**src/rtl/burger_video_pkg.sv**
```systemverilog
// Shared video types and defaults: 24-bit colour struct, the default stage
// palette and the play window size.
package burger_video_pkg;

  typedef struct packed {
    logic [7:0] r;
    logic [7:0] g;
    logic [7:0] b;
  } rgb24_t;

  localparam rgb24_t BLACK = '{r: 8'h00, g: 8'h00, b: 8'h00};
  localparam rgb24_t WHITE = '{r: 8'hFF, g: 8'hFF, b: 8'hFF};
  localparam rgb24_t BLUE  = '{r: 8'h00, g: 8'h00, b: 8'hFF};
  localparam rgb24_t GREY  = '{r: 8'hB6, g: 8'hB6, b: 8'hAA};

  localparam int unsigned PLAY_W = 208;
  localparam int unsigned PLAY_H = 200;

  // Stage palette repeats every four entries when the index is wider than 2 bits.
  function automatic rgb24_t stage_default(input int unsigned entry);
    case (entry % 4)
      0:       return BLACK;
      1:       return WHITE;
      2:       return BLUE;
      default: return GREY;
    endcase
  endfunction

endpackage

```
**src/rtl/palette_ram.sv**
```systemverilog
// Per-layer palette register file: asynchronous read, one synchronous write
// port, and reset back to the default stage palette.
module palette_ram
  import burger_video_pkg::*;
#(
  parameter int unsigned LAYERS = 2,
  parameter int unsigned IDX_W  = 2,
  parameter int unsigned LW     = 1
) (
  input  logic             clk,
  input  logic             rst_n,
  input  logic             we,
  input  logic [LW-1:0]    wr_layer,
  input  logic [IDX_W-1:0] wr_addr,
  input  rgb24_t           wr_data,
  input  logic [LW-1:0]    rd_layer,
  input  logic [IDX_W-1:0] rd_addr,
  output rgb24_t           rd_data
);

  localparam int unsigned ENTRIES = 1 << IDX_W;

  rgb24_t mem [LAYERS][ENTRIES];

  // Out-of-range wr_layer matches no row, so such a write changes nothing.
  always_ff @(posedge clk or negedge rst_n) begin
    if (!rst_n) begin
      for (int unsigned l = 0; l < LAYERS; l++)
        for (int unsigned e = 0; e < ENTRIES; e++)
          mem[l][e] <= (l == 0) ? stage_default(e) : BLACK;
    end else if (we) begin
      for (int unsigned l = 0; l < LAYERS; l++)
        for (int unsigned e = 0; e < ENTRIES; e++)
          if (wr_layer == LW'(l) && wr_addr == IDX_W'(e))
            mem[l][e] <= wr_data;
    end
  end

  always_comb begin
    rd_data = BLACK;
    for (int unsigned l = 0; l < LAYERS; l++)
      if (rd_layer == LW'(l))
        rd_data = mem[l][rd_addr];
  end

endmodule

```
**src/rtl/layered_palette_mapper.sv**
```systemverilog
// Resolves layer priority/transparency, looks up the runtime palette and
// drives registered RGB; palette writes are held until blanking.
module layered_palette_mapper
  import burger_video_pkg::*;
#(
  parameter int unsigned LAYERS = 2,
  parameter int unsigned IDX_W  = 2,
  parameter int unsigned WIN_X0 = 0,
  parameter int unsigned WIN_Y0 = 0,
  parameter int unsigned WIN_W  = PLAY_W,
  parameter int unsigned WIN_H  = PLAY_H,
  localparam int unsigned LW    = (LAYERS > 1) ? $clog2(LAYERS) : 1
) (
  input  logic                    Clk,
  input  logic                    Reset_n,
  input  logic [9:0]              DrawX,
  input  logic [9:0]              DrawY,
  input  logic                    blank,
  input  logic [LAYERS*IDX_W-1:0] layer_idx,
  input  logic [LAYERS-1:0]       layer_en,
  input  logic                    pal_valid,
  output logic                    pal_ready,
  input  logic [LW-1:0]           pal_layer,
  input  logic [IDX_W-1:0]        pal_addr,
  input  logic [23:0]             pal_rgb,
  output logic [7:0]              Red,
  output logic [7:0]              Green,
  output logic [7:0]              Blue
);

  logic [LW-1:0]    win_layer;
  logic [IDX_W-1:0] win_idx;
  logic [11:0]      dx, dy;
  logic             hit;

  // Layer 0 with idx!=0 picks itself anyway, so starting at 0 equals the fallback.
  always_comb begin
    win_layer = '0;
    win_idx   = layer_idx[IDX_W-1:0];
    for (int unsigned k = 0; k < LAYERS; k++)
      if (layer_en[k] && layer_idx[k*IDX_W +: IDX_W] != '0) begin
        win_layer = LW'(k);
        win_idx   = layer_idx[k*IDX_W +: IDX_W];
      end
  end

  // Offset form of the window test: bit 11 set means the pixel lies left/above.
  always_comb begin
    dx  = {2'b00, DrawX} - 12'(WIN_X0);
    dy  = {2'b00, DrawY} - 12'(WIN_Y0);
    hit = !dx[11] && (dx[10:0] < 11'(WIN_W)) &&
          !dy[11] && (dy[10:0] < 11'(WIN_H));
  end

  logic             s1_hit, s1_blank;
  logic [LW-1:0]    s1_layer;
  logic [IDX_W-1:0] s1_idx;
  rgb24_t           rd_rgb, rgb_q;

  always_ff @(posedge Clk or negedge Reset_n) begin
    if (!Reset_n) begin
      s1_hit   <= 1'b0;
      s1_blank <= 1'b1;
      s1_layer <= '0;
      s1_idx   <= '0;
      rgb_q    <= BLACK;
    end else begin
      s1_hit   <= hit;
      s1_blank <= blank;
      s1_layer <= win_layer;
      s1_idx   <= win_idx;
      rgb_q    <= (s1_hit && !s1_blank) ? rd_rgb : BLACK;
    end
  end

  logic             pending, commit;
  logic [LW-1:0]    p_layer;
  logic [IDX_W-1:0] p_addr;
  rgb24_t           p_rgb;

  assign pal_ready = !pending;
  assign commit    = pending && s1_blank;

  always_ff @(posedge Clk or negedge Reset_n) begin
    if (!Reset_n) begin
      pending <= 1'b0;
      p_layer <= '0;
      p_addr  <= '0;
      p_rgb   <= BLACK;
    end else if (commit) begin
      pending <= 1'b0;
    end else if (pal_valid && !pending) begin
      pending <= 1'b1;
      p_layer <= pal_layer;
      p_addr  <= pal_addr;
      p_rgb   <= pal_rgb;
    end
  end

  palette_ram #(
    .LAYERS (LAYERS),
    .IDX_W  (IDX_W),
    .LW     (LW)
  ) u_palette (
    .clk      (Clk),
    .rst_n    (Reset_n),
    .we       (commit),
    .wr_layer (p_layer),
    .wr_addr  (p_addr),
    .wr_data  (p_rgb),
    .rd_layer (s1_layer),
    .rd_addr  (s1_idx),
    .rd_data  (rd_rgb)
  );

  assign Red   = rgb_q.r;
  assign Green = rgb_q.g;
  assign Blue  = rgb_q.b;

endmodule

```
**config.mk**
```make
export PLATFORM = sky130hd
export DESIGN_NAME = layered_palette_mapper
export DESIGN_NICKNAME = d
export VERILOG_FILES = /design/src/rtl/burger_video_pkg.sv /design/src/rtl/palette_ram.sv /design/src/rtl/layered_palette_mapper.sv
export SDC_FILE = /design/constraint.sdc
export NUM_CORES = 1
export LEC_CHECK = 0
export ABC_AREA = 0
export CAP_MARGIN = 20
export CORE_MARGIN = 1
export CORE_UTILIZATION = 59
export CTS_BUF_LIST = sky130_fd_sc_hd__clkbuf_4 sky130_fd_sc_hd__clkbuf_8 sky130_fd_sc_hd__clkbuf_16
export DETAILED_ROUTE_END_ITERATION = 10
export MAX_ROUTING_LAYER = met4
export PLACE_DENSITY = 0.8
export RECOVER_POWER = 25
export SYNTH_ARGS = -nofsm -noshare
export SYNTH_HDL_FRONTEND = slang
export SYNTH_HIERARCHICAL = 1
export SYNTH_SLANG_ARGS = --single-unit
```
**constraint.sdc**
```tcl
create_clock -name Clk -period 2.75 [get_ports Clk]
set_input_delay 0.55 -clock Clk [delete_from_list [all_inputs] [get_ports Clk]]
set_output_delay 0.55 -clock Clk [all_outputs]
set_load 0.05 [all_outputs]
```
==> flow_summary.yaml <==
setup_path:
  crit_fanout: 3
  critPathBufInv: 2
  slowest_delay_ns: 0.80
  cp-startpoint: "pending$_DFFE_PN0P_"
  crit_type: "reg -> out"
  path_delay_family: "buffers and inverters"
  slowest_stage: "clkdlybuf4s50_1"
  crit_chain: "inv_1 > clkdlybuf4s50_1"
  end_kind: "output pin"
  r2r-start: "s1_blank$_DFF_PN1_"
  startpoint_type: "register"
  worstPathRequired_ns: 2.20
  arrival_ns: 1.84
sta:
  tightest_slew_ns: 2.12
  finalMaxSlewViolations: 78
  relSlewSlack_pct: -41.4
  fin_setup_tns_ns: 0
  fmax_ghz: 0.418
  setup_viol: 0
  fin_ws_ns: 0.359
  post-route-period-util_pct: 87.0
  final_hold_viol_count: 0
  period_needed_ns: 2.39
  clock_skew_ns: 0.0110
  rsz0062_at_grt: "false"
layout:
  final_layout_size_suffix_gt1_share_pct: 45.7
  synthToLayoutAreaGrowth_pct: 17.7
  layout_commonest_cell: "dfrtp_1"
  final_nets: 764
  final_cell_area_mm2: 0.0128
  layout_common_cells: "dfrtp_1, mux2_2, mux2_1, clkdlybuf4s50_1"
  n_antenna_cell: 0
detailed_routing:
  wl_per_cell_um: 22.5
  drt_iter0_markers: 239
  drt_pre_antenna_iters: 4
  vias_per_cell: 5.94
  ant_nets: 0
  wl_um: 21500
  vias: 5676
  drc_errors: 0
placed_design:
  place_ws_ns: 0.576
  place_area_mm2: 0.0119
  dp_hpwl_um: 12200
  place_congestion: 0.707
  port_buffers: 73
clock_network:
  cts_buffer_depth: 3
  htree_levels: 1
  ctsRootBufferMaster: "clkbuf_16"
  cts_tree: "yes"
  clock_latency_ns: 0.53
  clk_pin_slew_ns: 0.06
  cts.sinks: 249
  hold_buffers: 0
  postCtsSetupRepairBufs: 0
  numCtsBuffers: 26
  post_cts_resized: 0
grt:
  grt_max_degree: 81
  grt_pass1_wl_um: 34800
  grt_pass1_vias: 6362
  overflow: 0
  globalRouteTotalUtil_pct: 25.4
  antenna_found_initial: 0
die:
  pin_count: 82
  fp-row-count: 49
  core_area_mm2: 0.0180
  fp.dieH_um: 138
  die_w_um: 138
  start_util_pct: 60.4
  dieArea_mm2: 0.0190
synthesis:
  synth.net_count: 684
  syn_inst: 627
  avgSynthCellArea_um2: 17.4
  yosysSeqAreaShare_pct: 57.8
  ys_types: 29
  ys_ff_latch: 249
  yosysTopAreaCell: "dfrtp_1"
  synth_area_mm2: 0.0109
  synth_top_cell_area_share_pct: 46.4
  synth_area_leaders: "dfrtp_1, mux2_2, dfstp_2"
  ys_warn_count: 6
run_status:
  status: "finished with violations"
  violations: "max-capacitance violations, max-slew violations"
pwr:
  leakagePower_nw: 5.60
  vdd.ir_drop.worst_mv: 0.584
  p_per_area_mw_per_mm2: 989
hold_path:
  min-delay-start: "u_palette/mem[73]$_DFFE_PN0P_"
  holdCritPathClass: "reg -> reg"
job:
  max_cap_violations: 1
==> per-layer routing <==
layer / GRT usage [%] / routed length (um) / vias to the layer above
met2: 41.9 / 10900 / 114
met3: 3.86 / 768 / 35
met5: - / 0 / -
met4: 7.00 / 419 / 0
li1: - / - / 2486
met1: 32.9 / 9450 / 3041
==> power by group <==
part | switching (mW) | internal (mW) | total, mW | leakage, nW
Combinational | 0.864 | 1.94 | 2.81 | 2.14
Sequential | 0.905 | 5.35 | 6.25 | 3.00
Clock | 1.40 | 2.22 | 3.62 | 0.461
Total | 3.17 | 9.51 | 12.7 | 5.60
==> worst register-to-register path, delay by kind of cell (launching register included) <==
family        cells  cell delay, ns
buf+inv           1            0.40
flops             1            0.55
simple gates      2            0.88
mux               1            0.29
==> metrics by stage <==
step	util, %	total power, mW	hold slack [ns]	instances
floorplan	-	8.26	0.254	627
global placement	66.1	8.76	0.459	908
detailed placement	66.1	9.10	0.472	908
CTS	71.2	12.8	0.0338	956
global route	71.1	13.3	0.501	956
finish	71.1	12.7	0.484	956
==> area by class of cell <==
| class | count | area [um^2] |
|---|---|---|
| Tap cell | 229 | 287 |
| Clock buffer | 40 | 811 |
| Inverter | 1 | 3.75 |
| Clock inverter | 8 | 97.6 |
| Timing Repair Buffer | 93 | 976 |
| Multi-Input combinational cell | 336 | 4350 |
| Fill cell | 1121 | 5210 |
| Sequential cell | 249 | 6290 |
==> kinds of logic after synthesis <==
family                 count (synthesis)  synth area share (%)
AND/OR/NAND/NOR                       39                  2.70
buffers and inverters                 42                  2.76
multiplexers                         291                  36.3
flip-flops                           249                  57.8
AO/OA/AOI/OAI                          6                 0.448
==> sequential cells by signal, summed over array words and instances, names as in the netlist <==
signal and flops:
Red 8, p_rgb 24, u_palette/mem 192, s1_layer 1
p_addr 2, p_layer 1, Green 8, s1_idx 2
s1_blank 1, Blue 8, pending 1, s1_hit 1
==> worst paths after layout <==
kind / endpoint / cells past startpoint / slack (ns)
worst max register to register: u_palette/mem[39]$_DFFE_PN0P_ / 4 / 0.51
worst max-delay path: pal_ready / 2 / 0.36
max in group asynchronous: u_palette/mem[159]$_DFFE_PN1P_ / 2 / 0.74
min in group asynchronous: u_palette/mem[134]$_DFFE_PN0P_ / 1 / 0.63
worst min-delay path: u_palette/mem[73]$_DFFE_PN0P_ / 1 / 0.48
worst min register to register: u_palette/mem[73]$_DFFE_PN0P_ / 1 / 0.48
==> synth_stat cells <==
library cell and count:
nor2b_1 2, nor4_1 1, nand2_1 2, mux2_4 35, buf_4 4, nand4_1 1, and3_1 1, and2_1 25
nor4bb_1 3, clkbuf_1 4, mux4_2 47, nor4b_4 1, o211ai_1 1, inv_1 1, mux4_1 1, a22o_1 2
mux2_2 124, buf_12 2, nand4b_2 3, buf_8 2, mux2_1 84, buf_2 22, o21bai_1 1, o311ai_0 1
dfstp_2 47, buf_6 6, buf_1 1, dfrtp_1 202, o21a_1 1
No activity file was read; power rests on OpenSTA's default activity.
==> edit 1 (same settings) <==
`LAYERS` is set to 2 in 2 places; all go to 1.
--- a/src/rtl/palette_ram.sv
+++ b/src/rtl/palette_ram.sv
@@ -5,3 +5,3 @@
 #(
-  parameter int unsigned LAYERS = 2,
+  parameter int unsigned LAYERS = 1,
   parameter int unsigned IDX_W  = 2,
--- a/src/rtl/layered_palette_mapper.sv
+++ b/src/rtl/layered_palette_mapper.sv
@@ -5,3 +5,3 @@
 #(
-  parameter int unsigned LAYERS = 2,
+  parameter int unsigned LAYERS = 1,
   parameter int unsigned IDX_W  = 2,
Interface: changed (resized layer_en and layer_idx); port bits go from 82 to 79. No check against the original RTL was run, so the function may have changed too.
==> edit 1 against the unedited design <==
The flow still finishes with violations (capacitance limit, slew limit). Register-to-register slack got worse by 0.11 ns. Final cell count decreased by 33%. Count of clock-buffer cells in the layout decreased by 10. Power decreased by 43%. Design area decreased by 39%. Synthesized cell count decreased by 34%. Routed wire length decreased by 43%. Synthesized area decreased by 41%. Via count decreased by 36%. Sequential cell count decreased by 97. Clock power decreased by 42%. Critical path depth increased by 2. Combinational power decreased by 49%. Worst setup slack got worse by 0.038 ns. Critical endpoint is now p_rgb[15]. Largest power group unchanged.
==> edit 1: results (changes against the unedited design) <==
[metrics] layout cells sized above 1: 41.27% (-4.4 points)
[metrics] Slew Viols, Final: 21 (-73%)
[metrics] depth of the worst register-to-register path: 3 (-1)
[metrics] FF-to-FF Start: pending
[metrics] top flop regs: u_palette/mem: 96 flops, p_rgb: 24 flops
[metrics] standard cell with the maximum stage delay on the critical path: sky130_fd_sc_hd__clkbuf_1
[metrics] Total Routed Length: 12260 µm (-43%)
[metrics] share of the synthesized area in compound gates (AO/OA/AOI/OAI): 2.703% (+2.3 points)
[metrics] Hold EP: u_palette/mem[37]
[metrics] most frequent cells after synthesis: 105 x sky130_fd_sc_hd__dfrtp_1, 96 x sky130_fd_sc_hd__mux2_2, 48 x sky130_fd_sc_hd__mux2i_1, 47 x sky130_fd_sc_hd__dfstp_2, 25 x sky130_fd_sc_hd__and2_1
[metrics] share of final layout cell area taken by clock buffers and inverters: 7.092% (about the same)
[metrics] Port-buffer cells: 70 (-4.1%)
[metrics] register bit count reported by yosys: 152 (-39%)
[metrics] maximum single-stage delay on the critical path: 1.25 ns (+0.45 ns)
[metrics] terminus of the critical flop-to-flop path: p_rgb[15]
[metrics] run status: complete, but fails checks
[metrics] #MultiIn Comb: 235 (-30%)
[metrics] number of DRC markers in iteration 0: 89 (-63%)
[metrics] sequential portion of the cell area: 49.55% (+0.45 points)
[metrics] launch point of the worst path: pal_valid
[metrics] remaining max-slew budget at the tightest pin: -13.64% (+28 points)
[metrics] met2 GRT Util: 42.07% (+0.19 points)
[metrics] wire length of the first global-routing pass: 20220 µm (-42%)
[metrics] Min-Delay Startpoint: u_palette/mem[37]
[metrics] signal arrival time at the worst endpoint: 2.84 ns (+1.00 ns)
[metrics] internal portion of total power: 5.453 mW (-43%)
[metrics] max-capacitance violation count: 1 (unchanged)
[metrics] combined global-route utilization of all metal layers: 24.81% (-0.56 points)
[metrics] DR vias: 3640 (-36%)
[metrics] number of buffers on the longest clock path: 2 (-1)
[metrics] M3 GR Usage: 6.499% (+2.6 points)
[metrics] share of final layout cell area taken by non-clock buffers: 10.65% (+3.0 points)
[metrics] violated checks: capacitance limit, slew limit
[metrics] Met3 Routed Length: 553 µm (-28%)
[metrics] clock buffer count in the final layout: 30 (-25%)
[metrics] register-to-register path setup slack: 0.40 ns (-0.11 ns)
-- edit 1: cell count changes after synthesis, sizes merged, moves of 2 or more --
cell    unedited run  this run
mux2             243       123
dfrtp            202       105
mux2i              0        48
mux4              48         0
o22ai              0        24
buf               37        18
clkbuf             4         9
a22o               2         0
nand2              2         0
nand4b             3         1
nor4bb             3         1
-- edit 1: power groups by stage --
stage / clock network [mW] / logic, mW / registers (mW)
floorplan: 0 / 1.14 / 3.59
global placement: 0 / 1.35 / 3.67
detailed placement: 0 / 1.43 / 3.74
CTS: 2.15 / 1.45 / 3.72
global route: 2.25 / 1.56 / 3.83
finish: 2.11 / 1.42 / 3.72
-- edit 1: stage by stage --
| step | instance area (µm²) | hold WS [ns] |
|---|---|---|
| floorplan | 6439 | 0.2544 |
| global placement | 7273 | 0.4671 |
| detailed placement | 7273 | 0.4794 |
| CTS | 7836 | 0.4058 |
| global route | 7797 | 0.5162 |
| finish | 7797 | 0.4847 |
==> edit 2 (same flow settings) <==
Made on the original files. Make the reset (`Reset_n` and `rst_n`) synchronous in 3 clocked blocks. Comments in the files are not updated.
--- a/src/rtl/palette_ram.sv
+++ b/src/rtl/palette_ram.sv
@@ -25,3 +25,3 @@
   // Out-of-range wr_layer matches no row, so such a write changes nothing.
-  always_ff @(posedge clk or negedge rst_n) begin
+  always_ff @(posedge clk) begin
     if (!rst_n) begin
--- a/src/rtl/layered_palette_mapper.sv
+++ b/src/rtl/layered_palette_mapper.sv
@@ -59,3 +59,3 @@
 
-  always_ff @(posedge Clk or negedge Reset_n) begin
+  always_ff @(posedge Clk) begin
     if (!Reset_n) begin
@@ -83,3 +83,3 @@
 
-  always_ff @(posedge Clk or negedge Reset_n) begin
+  always_ff @(posedge Clk) begin
     if (!Reset_n) begin
Behaviour: differs if Reset_n is asserted again (counterexample within 4 cycles, from zero or initial values and one cycle with Reset_n low); with Reset_n held inactive, the same outputs for 4 cycles.
==> edit 2 against the unedited design <==
Critical path depth is 2 higher. Die area is 5.4% lower. Design area is 5.8% lower. Non-clock buffer count is 7 higher. Core utilization is 0.66 points higher. Worst setup slack better by 0.091 ns. Clock skew is 0.00084 ns lower. Synthesized area is 5.5% lower. Hold slack better by 0.00065 ns. Register-to-register slack worse by 0.06 ns. Routed wire length is 9.3% higher. Sequential cell count stayed put.
Power is not compared: it rests on default switching activity, and its combinational part moved more than twofold at a synthesized area within 25%.
==> edit 2: results (changes against the unedited design) <==
[metrics] wire length the detailed router placed on met1: 8445 µm (-11%)
[metrics] antenna violations before repair: 0 (unchanged)
[metrics] remaining max-slew budget at the tightest pin: 31.96% (+73 points)
[metrics] number of enable flip-flop cells after synthesis: 192 (+192)
[metrics] Placer Congestion: 0.7884 (+11%)
[metrics] worst skew pair latency: 0.51 ns (-0.02 ns)
[metrics] most instantiated flip-flop cell in the synthesis netlist: sky130_fd_sc_hd__edfxtp_1
[metrics] synth top area cells: sky130_fd_sc_hd__edfxtp_1 56%, sky130_fd_sc_hd__dfxtp_1 11%, sky130_fd_sc_hd__mux4_2 11%
[metrics] largest clock skew in the final design: 0.01020 ns (-0.0008449 ns)
[metrics] cells after synthesis: 691 (+10%)
[metrics] Total Routed Length: 23520 µm (+9.3%)
[metrics] routed length per placed instance: 23.64 µm (+5.0%)
[metrics] met2 WL: 11670 µm (+7.1%)
[metrics] worst setup slack after placement: 0.4153 ns (-0.1609 ns)
[metrics] run status: complete, no violations
[metrics] number of distinct library cells after synthesis: 33 (+14%)
[metrics] Pre-antenna DRT Iters: 6 (+2)
[metrics] area of placed instances: 11340 µm² (-4.8%)
[metrics] crit path max fanout: 19 (+16)
[metrics] wire length of the first global-routing pass: 36400 µm (+4.7%)
[metrics] Seq/Total Area, Yosys: 67.11% (+9.3 points)
[metrics] total of fill cells in the finished design: 1074 (-4.2%)
[metrics] most frequent cells after synthesis: 192 x sky130_fd_sc_hd__edfxtp_1, 97 x sky130_fd_sc_hd__nor3_1, 61 x sky130_fd_sc_hd__nand2_1, 57 x sky130_fd_sc_hd__dfxtp_1, 48 x sky130_fd_sc_hd__mux4_2
[metrics] fin nets: 814 (+6.5%)
[metrics] signal arrival time at the worst endpoint: 2.51 ns (+0.67 ns)
[metrics] combined global-route utilization of all metal layers: 28.02% (+2.6 points)
[metrics] number of buffers created by CTS: 24 (-7.7%)
[metrics] Async S/R FF share, synth: 0% (-100 points)
[metrics] final HPWL from detailed placement: 13360 µm (+9.7%)
[metrics] M3 GR Usage: 5.026% (+1.2 points)
[metrics] largest net degree at the start of global routing: 73 (-9.9%)
[metrics] Vias per Instance: 6.436 (+8.4%)
[metrics] Met3 Routed Length: 2787 µm (+260%)
[metrics] number of DRC markers in iteration 0: 656 (+170%)
[metrics] layout cells sized above 1: 19.48% (-26 points)
[metrics] via count of the first global-routing pass: 6507 (+2.3%)
-- edit 2: cell types whose count changed after synthesis, sizes merged, moves of 35 or more --
cell,unedited run,this run
mux2,243,24
dfrtp,202,0
edfxtp,0,192
nor3,0,97
nand2,2,61
dfxtp,0,57
dfstp,47,0
clkbuf,4,39
-- edit 2: kinds of logic (layout without fill, tap and decap cells) --
kind of cell           Yosys count  in the layout  synth area share, %
AOI/OAI and AO/OA               42             42                2.906
buffers and inverters           85            169                3.988
DFF                            249            249                67.11
muxes                           72             72                13.57
and+or+nand+nor                243            243                12.43
-- edit 2: area by class of cell --
type / instances / area (µm²) / area share [%]
well taps: 220 / 275.3 / 2.281
clock inverters: 12 / 60.06 / 0.4976
clock buffers: 32 / 696.9 / 5.774
flip-flops and latches: 249 / 6909 / 57.25
inverters: 25 / 93.84 / 0.7775
multi-input cells: 357 / 3019 / 25.02
repair buffers: 100 / 1015 / 8.408
-- edit 2: final timing paths --
check             startpoint             endpoint  slack (ns)  cells past startpoint
setup reg to reg     pending  u_palette/mem[1][3]        0.45                      4
hold reg to reg     p_rgb[5]             p_rgb[5]        0.48                      2
setup / recovery     pending  u_palette/mem[1][3]        0.45                      4
hold / removal      p_rgb[5]             p_rgb[5]        0.48                      2
-- edit 2: power breakdown --
group / switching [mW] / internal [mW]
logic: 0.384 / 0.315
clock network: 1.33 / 1.78
registers: 0.0779 / 4.18
-- edit 2: critical path, cell delays in order, from the launching register on --
cell                      delay, ns
sky130_fd_sc_hd__dfxtp_1       0.38
sky130_fd_sc_hd__and2_0        0.33
sky130_fd_sc_hd__nand2_1       0.27
sky130_fd_sc_hd__o21ai_1       0.72
sky130_fd_sc_hd__buf_12        0.28
